## src/rtl/multicycle_pkg.sv

```systemverilog
// multicycle_pkg
//   Shared encodings for the multicycle MIPS control path: opcodes, FSM state
//   enum, ALUOp codes (also used by the ALU control decoder), ALUSrcB and
//   PCSource select values, and the bundled control-output record.
//   Optional feature macro: MULTICYCLE_ADDI_EN (addi opcode becomes legal).
package multicycle_pkg;

    localparam logic [5:0] OP_RTYPE = 6'b000000;
    localparam logic [5:0] OP_LW    = 6'b100011;
    localparam logic [5:0] OP_SW    = 6'b101011;
    localparam logic [5:0] OP_BEQ   = 6'b000100;
    localparam logic [5:0] OP_J     = 6'b000010;
    localparam logic [5:0] OP_ADDI  = 6'b001000;

    localparam logic [1:0] ALUOP_ADD   = 2'b00;
    localparam logic [1:0] ALUOP_SUB   = 2'b01;
    localparam logic [1:0] ALUOP_RTYPE = 2'b10;

    localparam logic [1:0] SRCB_B     = 2'b00;
    localparam logic [1:0] SRCB_FOUR  = 2'b01;
    localparam logic [1:0] SRCB_SEXT  = 2'b10;
    localparam logic [1:0] SRCB_SHIFT = 2'b11;

    localparam logic [1:0] PCSRC_ALU    = 2'b00;
    localparam logic [1:0] PCSRC_ALUOUT = 2'b01;
    localparam logic [1:0] PCSRC_JUMP   = 2'b10;

    typedef enum logic [3:0] {
        S_FETCH     = 4'd0,
        S_DECODE    = 4'd1,
        S_MEM_ADDR  = 4'd2,
        S_MEM_READ  = 4'd3,
        S_MEM_WB    = 4'd4,
        S_MEM_WRITE = 4'd5,
        S_EXECUTE   = 4'd6,
        S_R_WB      = 4'd7,
        S_BRANCH    = 4'd8,
        S_JUMP      = 4'd9,
        S_ADDI_EXEC = 4'd10,
        S_ADDI_WB   = 4'd11
    } state_e;

    typedef struct packed {
        logic       pc_write;
        logic       pc_write_cond;
        logic       iord;
        logic       mem_read;
        logic       mem_write;
        logic       ir_write;
        logic       mem_to_reg;
        logic       reg_dst;
        logic       reg_write;
        logic       alu_src_a;
        logic [1:0] alu_src_b;
        logic [1:0] pc_source;
        logic [1:0] alu_op;
        logic       instr_done;
        logic       illegal_op;
    } ctrl_t;

    function automatic logic op_legal(input logic [5:0] op);
        case (op)
            OP_RTYPE, OP_LW, OP_SW, OP_BEQ, OP_J: return 1'b1;
`ifdef MULTICYCLE_ADDI_EN
            OP_ADDI: return 1'b1;
`endif
            default: return 1'b0;
        endcase
    endfunction

endpackage

```

## src/rtl/multicycle_ctrl_decode.sv

```systemverilog
// multicycle_ctrl_decode
//   Combinational state -> control-output table for the multicycle sequencer.
//   Ports:
//     state_i     current FSM state
//     opcode_i    IR[31:26], only looked at in DECODE (illegal detection)
//     mem_ready_i memory handshake; gates IRWrite/PCWrite/instr_done in
//                 FETCH and MEM_WRITE
//     ctrl_o      bundled datapath controls (reset gating is done by the top)
//   Optional feature macro: MULTICYCLE_ADDI_EN (ADDI_EXEC/ADDI_WB rows).
module multicycle_ctrl_decode
    import multicycle_pkg::*;
(
    input  state_e      state_i,
    input  logic [5:0]  opcode_i,
    input  logic        mem_ready_i,
    output ctrl_t       ctrl_o
);

    always_comb begin
        ctrl_o = '0;
        case (state_i)
            S_FETCH: begin
                ctrl_o.mem_read  = 1'b1;
                ctrl_o.alu_src_b = SRCB_FOUR;
                ctrl_o.alu_op    = ALUOP_ADD;
                ctrl_o.pc_source = PCSRC_ALU;
                ctrl_o.ir_write  = mem_ready_i;
                ctrl_o.pc_write  = mem_ready_i;
            end
            S_DECODE: begin
                // Branch target is computed here speculatively into ALUOut.
                ctrl_o.alu_src_b = SRCB_SHIFT;
                ctrl_o.alu_op    = ALUOP_ADD;
                if (!op_legal(opcode_i)) begin
                    ctrl_o.illegal_op = 1'b1;
                    ctrl_o.instr_done = 1'b1;
                end
            end
            S_MEM_ADDR: begin
                ctrl_o.alu_src_a = 1'b1;
                ctrl_o.alu_src_b = SRCB_SEXT;
                ctrl_o.alu_op    = ALUOP_ADD;
            end
            S_MEM_READ: begin
                ctrl_o.mem_read = 1'b1;
                ctrl_o.iord     = 1'b1;
            end
            S_MEM_WB: begin
                ctrl_o.reg_write  = 1'b1;
                ctrl_o.mem_to_reg = 1'b1;
                ctrl_o.instr_done = 1'b1;
            end
            S_MEM_WRITE: begin
                ctrl_o.mem_write  = 1'b1;
                ctrl_o.iord       = 1'b1;
                ctrl_o.instr_done = mem_ready_i;
            end
            S_EXECUTE: begin
                ctrl_o.alu_src_a = 1'b1;
                ctrl_o.alu_src_b = SRCB_B;
                ctrl_o.alu_op    = ALUOP_RTYPE;
            end
            S_R_WB: begin
                ctrl_o.reg_write  = 1'b1;
                ctrl_o.reg_dst    = 1'b1;
                ctrl_o.instr_done = 1'b1;
            end
            S_BRANCH: begin
                ctrl_o.alu_src_a     = 1'b1;
                ctrl_o.alu_src_b     = SRCB_B;
                ctrl_o.alu_op        = ALUOP_SUB;
                ctrl_o.pc_write_cond = 1'b1;
                ctrl_o.pc_source     = PCSRC_ALUOUT;
                ctrl_o.instr_done    = 1'b1;
            end
            S_JUMP: begin
                ctrl_o.pc_write   = 1'b1;
                ctrl_o.pc_source  = PCSRC_JUMP;
                ctrl_o.instr_done = 1'b1;
            end
`ifdef MULTICYCLE_ADDI_EN
            S_ADDI_EXEC: begin
                ctrl_o.alu_src_a = 1'b1;
                ctrl_o.alu_src_b = SRCB_SEXT;
                ctrl_o.alu_op    = ALUOP_ADD;
            end
            S_ADDI_WB: begin
                ctrl_o.reg_write  = 1'b1;
                ctrl_o.instr_done = 1'b1;
            end
`endif
            default: ctrl_o = '0;
        endcase
    end

endmodule

```

## src/rtl/multicycle_control.sv

```systemverilog
// multicycle_control
//   Main control sequencer for the multicycle MIPS datapath.
//
//   state      | meaning
//   FETCH      | read instruction at PC, PC+4 on mem_ready
//   DECODE     | sample opcode, precompute branch target
//   MEM_ADDR   | base + sign-extended offset for lw/sw
//   MEM_READ   | load access, waits for mem_ready
//   MEM_WB     | load data -> rt
//   MEM_WRITE  | store access, waits for mem_ready
//   EXECUTE    | R-type ALU operation
//   R_WB       | ALUOut -> rd
//   BRANCH     | beq compare, conditional PC load
//   JUMP       | PC <- jump target
//   ADDI_EXEC  | rs + imm (MULTICYCLE_ADDI_EN only)
//   ADDI_WB    | ALUOut -> rt (MULTICYCLE_ADDI_EN only)
//
//   Ports: clk, rst (async active-low), opcode, mem_ready in; PCWrite,
//   PCWriteCond, IorD, MemRead, MemWrite, IRWrite, MemtoReg, RegDst,
//   RegWrite, ALUSrcA, ALUSrcB[1:0], PCSource[1:0], ALUOp[1:0], instr_done,
//   illegal_op out.
//   Optional feature macro: MULTICYCLE_ADDI_EN.
module multicycle_control
    import multicycle_pkg::*;
(
    input  logic       clk,
    input  logic       rst,
    input  logic [5:0] opcode,
    input  logic       mem_ready,
    output logic       PCWrite,
    output logic       PCWriteCond,
    output logic       IorD,
    output logic       MemRead,
    output logic       MemWrite,
    output logic       IRWrite,
    output logic       MemtoReg,
    output logic       RegDst,
    output logic       RegWrite,
    output logic       ALUSrcA,
    output logic [1:0] ALUSrcB,
    output logic [1:0] PCSource,
    output logic [1:0] ALUOp,
    output logic       instr_done,
    output logic       illegal_op
);

    state_e state_q, state_d;
    // lw/sw choice is captured in DECODE so later opcode changes are ignored.
    logic   is_sw_q, is_sw_d;
    ctrl_t  ctrl;
    ctrl_t  ctrl_gated;

    always_ff @(posedge clk or negedge rst) begin
        if (!rst) begin
            state_q <= S_FETCH;
            is_sw_q <= 1'b0;
        end else begin
            state_q <= state_d;
            is_sw_q <= is_sw_d;
        end
    end

    always_comb begin
        state_d = state_q;
        is_sw_d = is_sw_q;
        case (state_q)
            S_FETCH:     if (mem_ready) state_d = S_DECODE;
            S_DECODE: begin
                is_sw_d = (opcode == OP_SW);
                case (opcode)
                    OP_LW, OP_SW: state_d = S_MEM_ADDR;
                    OP_RTYPE:     state_d = S_EXECUTE;
                    OP_BEQ:       state_d = S_BRANCH;
                    OP_J:         state_d = S_JUMP;
`ifdef MULTICYCLE_ADDI_EN
                    OP_ADDI:      state_d = S_ADDI_EXEC;
`endif
                    default:      state_d = S_FETCH;
                endcase
            end
            S_MEM_ADDR:  state_d = is_sw_q ? S_MEM_WRITE : S_MEM_READ;
            S_MEM_READ:  if (mem_ready) state_d = S_MEM_WB;
            S_MEM_WB:    state_d = S_FETCH;
            S_MEM_WRITE: if (mem_ready) state_d = S_FETCH;
            S_EXECUTE:   state_d = S_R_WB;
            S_R_WB:      state_d = S_FETCH;
            S_BRANCH:    state_d = S_FETCH;
            S_JUMP:      state_d = S_FETCH;
`ifdef MULTICYCLE_ADDI_EN
            S_ADDI_EXEC: state_d = S_ADDI_WB;
            S_ADDI_WB:   state_d = S_FETCH;
`endif
            default:     state_d = S_FETCH;
        endcase
    end

    multicycle_ctrl_decode u_decode (
        .state_i     (state_q),
        .opcode_i    (opcode),
        .mem_ready_i (mem_ready),
        .ctrl_o      (ctrl)
    );

    // Outputs are killed combinationally while rst is low so that no memory
    // access or write-back can be issued during reset, even mid-instruction.
    assign ctrl_gated = rst ? ctrl : '0;

    assign PCWrite     = ctrl_gated.pc_write;
    assign PCWriteCond = ctrl_gated.pc_write_cond;
    assign IorD        = ctrl_gated.iord;
    assign MemRead     = ctrl_gated.mem_read;
    assign MemWrite    = ctrl_gated.mem_write;
    assign IRWrite     = ctrl_gated.ir_write;
    assign MemtoReg    = ctrl_gated.mem_to_reg;
    assign RegDst      = ctrl_gated.reg_dst;
    assign RegWrite    = ctrl_gated.reg_write;
    assign ALUSrcA     = ctrl_gated.alu_src_a;
    assign ALUSrcB     = ctrl_gated.alu_src_b;
    assign PCSource    = ctrl_gated.pc_source;
    assign ALUOp       = ctrl_gated.alu_op;
    assign instr_done  = ctrl_gated.instr_done;
    assign illegal_op  = ctrl_gated.illegal_op;

endmodule
```

## config.mk

```make
export PLATFORM = sky130hd
export DESIGN_NAME = multicycle_control
export DESIGN_NICKNAME = d
export VERILOG_FILES = /design/src/rtl/multicycle_pkg.sv /design/src/rtl/multicycle_ctrl_decode.sv /design/src/rtl/multicycle_control.sv
export SDC_FILE = /design/constraint.sdc
export NUM_CORES = 1
export LEC_CHECK = 0
export CELL_PAD_IN_SITES_DETAIL_PLACEMENT = 1
export CELL_PAD_IN_SITES_GLOBAL_PLACEMENT = 2
export CORE_ASPECT_RATIO = 1.1
export CORE_MARGIN = 2
export CORE_UTILIZATION = 21
export CTS_BUF_LIST = sky130_fd_sc_hd__clkbuf_16
export DETAILED_ROUTE_END_ITERATION = 8
export PLACE_DENSITY = 0.87
export SLEW_MARGIN = 5
export SYNTH_ARGS = -nofsm -noshare
export SYNTH_HDL_FRONTEND = slang
export SYNTH_HIERARCHICAL = 1
export SYNTH_SLANG_ARGS = --single-unit
export TNS_END_PERCENT = 30
```

## constraint.sdc

```tcl
create_clock -name clk -period 1.65 [get_ports clk]
set_input_delay 0.33 -clock clk [delete_from_list [all_inputs] [get_ports clk]]
set_output_delay 0.33 -clock clk [all_outputs]
set_load 0.005 [all_outputs]
```

# After elaboration in Yosys (flattened, before gate mapping)
# Index checks and enable logic that the tools add are counted.
[word_totals]
regBits = 5
wordCells = 53
[op_classes]
eq_ne = 16
n_mux = 25
reduce_logical = 10
[ops]
columns = ["operator", "n"]
rows = [
  ["$pmux 4 s6", 1],
  ["$mux 18", 1],
  ["$eq 4x3->1 const B", 4],
  ["$pmux 4 s4", 1],
  ["$eq 6x6->1 const B", 2],
  ["$mux 1", 12],
  ["$mux 4", 3],
  ["$eq 4x2->1 const B", 2],
  ["$eq 4x4->1 const B", 2],
  ["$pmux 2 s2", 2],
  ["$reduce_or 2->1", 4],
  ["$eq 6x2->1 const B", 1],
  ["$eq 6x3->1 const B", 1],
  ["$logic_not 6->1", 1],
  ["$ne 2x2->1 const B", 3],
  ["$pmux 2 s3", 1],
  ["$reduce_or 5->1", 1],
  ["$eq 4x1->1 const B", 1],
  ["$logic_not 4->1", 1],
  ["$reduce_or 4->1", 1],
  ["$mux 3", 1],
  ["$pmux 1 s3", 1],
  ["$reduce_and 3->1", 1],
  ["$reduce_or 3->1", 1],
  ["other kinds (2)", 2],
]

# Depth between registers and ports, before layout
[logic_depth]
depth_word = 7
depth_mapped = 5
depth_no_buf = 4

# Cells and area by module
# The synthesis kept the hierarchy.
[by_module_without_submodules]
columns = ["module", "n_inst", "cells_per_inst", "area_per_inst_um2", "seq_area_each_um2"]
rows = [
  ["multicycle_control", 1, 58, 471.7, 125.1],
  ["multicycle_ctrl_decode", 1, 39, 255.2, 0.0],
]

# Worst setup path after synthesis
# OpenSTA, ideal clock, no wires.
[synth_path]
kind = "register to output"
startpoint = "register state_q[2]"
endpoint = "output PCSource[0]"
arrival_time_ps = 1283
t_required_ps = 1320
setup_slack_ps = 37
path_stages_with_launch = 6
n_path_buf = 2
path_cell_list = "dfrtp_1 > buf_2 > nand2b_1 > nor3_1 > buf_4 > and2_1"
[synth_rtl]
columns = ["item", "line_no", "rtl"]
rows = [
  ["start: declaration", "multicycle_control.sv:47", "state_e state_q, state_d;"],
  ["start signal: assignment", "multicycle_control.sv:58", "state_q <= state_d;"],
  ["end: declaration", "multicycle_control.sv:41", "output logic [1:0] PCSource,"],
]

==> results.sh <==
export IMPL_antenna_found_initial=0
export IMPL_synthSimpleGateAreaFrac=0.509
export IMPL_cts_sinks=5
export IMPL_tns_ns=-2.49
export IMPL_layout_common_cells="28 x buf_4, 17 x and2_1, 16 x buf_6"
export IMPL_globalplace_congestion=0.818
export IMPL_dieHeight_um=65.7
export IMPL_place_hpwl_um=1860
export IMPL_clock_latency_ns=0.23
export IMPL_clk_path_buf_depth=2
export IMPL_status="finished, violations left"
export IMPL_synth_top_family_by_area="simple AND/OR/NAND/NOR gates"
export IMPL_cellPowerDensity_nw_per_um2=577
export IMPL_max_cap_violations=0
export IMPL_synth_avg_cell_area_um2=7.49
export IMPL_critPathCapture="MemWrite"
export IMPL_synthArstFlopShare=1.00
export IMPL_finalHoldViolCount=0
export IMPL_final_setup_viol_count=20
export IMPL_cts_tree="built"
export IMPL_port_buffer_count=26
export IMPL_holdWs_ns=0.503
export IMPL_cp_max_fo=6
export IMPL_final_common_cell="buf_4"
export IMPL_finalPower_uw=896
export IMPL_synthMuxAreaShare=0
export IMPL_drv_slew=0
export IMPL_fp_dieW_um=60.1
export IMPL_rsz0062_at_grt="true"
export IMPL_initial_core_util=0.218
export IMPL_setup_slack_ns=-0.225
export IMPL_max_freq_mhz=533
export IMPL_fin_nets=173
export IMPL_dp_slack_ns=-0.723
export IMPL_drive_gt1_frac=0.613
export IMPL_synth_main_ff_cell="dfrtp_1"
export IMPL_synth_edff_count=0
export IMPL_cts_root_buf="clkbuf_16"
export IMPL_clkTransAtPathRegs_ns=0.03
export IMPL_cts_htree_levels=1
export IMPL_worst_pin_slew_ns=0.377
export IMPL_seq_area_um2=129
export IMPL_drtPass1Iterations=4
export IMPL_final_cell_count_no_fill=211
export IMPL_reg2regPathDepth=6
export IMPL_cp_start_kind="flip-flop"
export IMPL_syn_inst=97
export IMPL_synth_nets=106
export IMPL_detail_route_wirelength_um=3060
export IMPL_reg2reg_to="state_q[2]"
export IMPL_via_per_inst=4.64
export IMPL_synth_area_um2=727
export IMPL_grt_pass1_vias=1114
export IMPL_die_area_um2=3950
export IMPL_setup_worst_path_class="reg -> out"
export IMPL_cp_data_arrival_time_ns=1.54
export IMPL_drt_initial_drc_count=13
export IMPL_dp_cells=189
export IMPL_r2r_start="state_q[3]"
export IMPL_max_slew_margin=0.746
export IMPL_grt_max_degree=13
export IMPL_worstSetupEndpointType="output port"
export IMPL_fin_crit_sh=1.14
export IMPL_multi_input_area_um2=698
export IMPL_leakagePower_nw=0.704
export IMPL_ys_warn_count=6
export IMPL_period_needed_ns=1.87
export IMPL_drt_antenna_violating_nets=0
export IMPL_grt_pass1_wl_um=5000
export IMPL_antennaDiodeCount=0
export IMPL_ir_worst_vdd_v=0.00115
export IMPL_synth_compound_area_frac=0.196
export IMPL_syn_to_final_growth_pct=114
export IMPL_global_route_overflow_total=0
export IMPL_avgRoutedWirePerCell_um=14.5
export IMPL_cts_inserted_buffers=3
export IMPL_ios=27
export IMPL_core_um2=3330
export IMPL_synth_xor_xnor_area_share=0.0361
export IMPL_ys_seq_elements=5
export IMPL_synth_distinct_cells=39
export IMPL_hp_class="in -> reg"
export IMPL_num_rows=22
export IMPL_startpoint="state_q[1]"
export IMPL_fillers=390
export IMPL_r2r_slack_ns=-0.07
export IMPL_drc=0
export IMPL_violations="setup timing"
export IMPL_vias=978
export IMPL_finClkSkew_ns=0.000778
export IMPL_seq_area_frac_synth=0.172
export IMPL_grt_total_usage=0.168
export IMPL_synth_fa_ha_area_frac=0
export IMPL_crit_required_ns=1.32
[logic make-up (layout without fill, tap and decap cells)]
group / count (synthesis) / after routing
xor+xnor: 3 / 3
simple gates: 58 / 58
compound gates: 19 / 19
buf+inv: 12 / 78
flops: 5 / 5
[synth_stat cells (2+ instances only)]
master,count,area (µm²)
buf_4,4,30.0
nand2_1,4,15.0
nand4_1,2,12.5
nor3_1,8,40.0
o21ai_0,2,10.0
dfrtp_1,5,125
a211oi_1,3,22.5
buf_2,2,10.0
inv_1,5,18.8
and2_1,19,119
nor3b_1,5,37.5
nand2b_1,3,18.8
nor4_1,2,12.5
nor2_1,5,18.8
xor2_1,2,17.5
a21oi_1,3,15.0
[report_power, final]
| group | internal, mW | total (mW) | switching, mW |
|---|---|---|---|
| clock | 0.314 | 0.398 | 0.0836 |
| combinational | 0.199 | 0.355 | 0.156 |
| sequential | 0.130 | 0.143 | 0.0130 |
| total | 0.644 | 0.896 | 0.252 |
[metrics by stage]
step / cell area (µm²) / util
finish: 1550 / 0.466
global route: 1550 / 0.466
CTS: 1500 / 0.450
detailed placement: 1190 / 0.358
global placement: 1190 / 0.358
floorplan: 727 / -
[sequential cells by signal, indices dropped and copies added, names as in the netlist]
| name | flops |
|---|---|
| is_sw_q | 1 |
| state_q | 4 |
[per-layer routing]
layer | global-route usage | routed length, µm | part of all wire | up-vias
li1 | - | - | - | 478
met1 | 0.164 | 1130 | 0.37 | 469
met2 | 0.330 | 1780 | 0.58 | 24
met3 | 0.0217 | 101 | 0.033 | 7
met4 | 0.0806 | 52 | 0.017 | 0
met5 | 0 | 0 | 0 | -
[worst min path at each step]
stage / startpoint / to / slack [ns] / cells after the start
4_1_cts: rst / is_sw_q / 0.57 / 3
6_report: opcode[2] / state_q[3] / 0.50 / 4
5_1_grt: opcode[2] / state_q[3] / 0.54 / 4
3_3_place_gp: is_sw_q / is_sw_q / 0.56 / 2
2_1_floorplan: rst / is_sw_q / 0.03 / 0
3_5_place_dp: is_sw_q / is_sw_q / 0.58 / 2
[critical path: stages (launching register included)]
cell      delay, ns
dfrtp_2        0.47
buf_6          0.15
buf_6          0.10
nand2b_4       0.15
buf_6          0.13
nor2_4         0.08
and2_4         0.15
buf_6          0.09
[final cells by class]
cell class                      count  share of cell area
Clock buffer                        3              0.0483
Clock inverter                      1             0.00242
Inverter                            5              0.0121
Multi-Input combinational cell     80               0.450
Sequential cell                     5              0.0830
Tap cell                           48              0.0387
Timing Repair Buffer               69               0.366
[timing repair]
item | CTS | global route
hold endpoints to repair | 0 | 0
pin swaps | 31 | 13
setup buffers | 18 | 0
hold buffers | 0 | 0
gates resized for setup | 105 | 25
endpoints found under the setup margin | 19 | 23
Note: power is estimated with default switching activity, not from simulation.
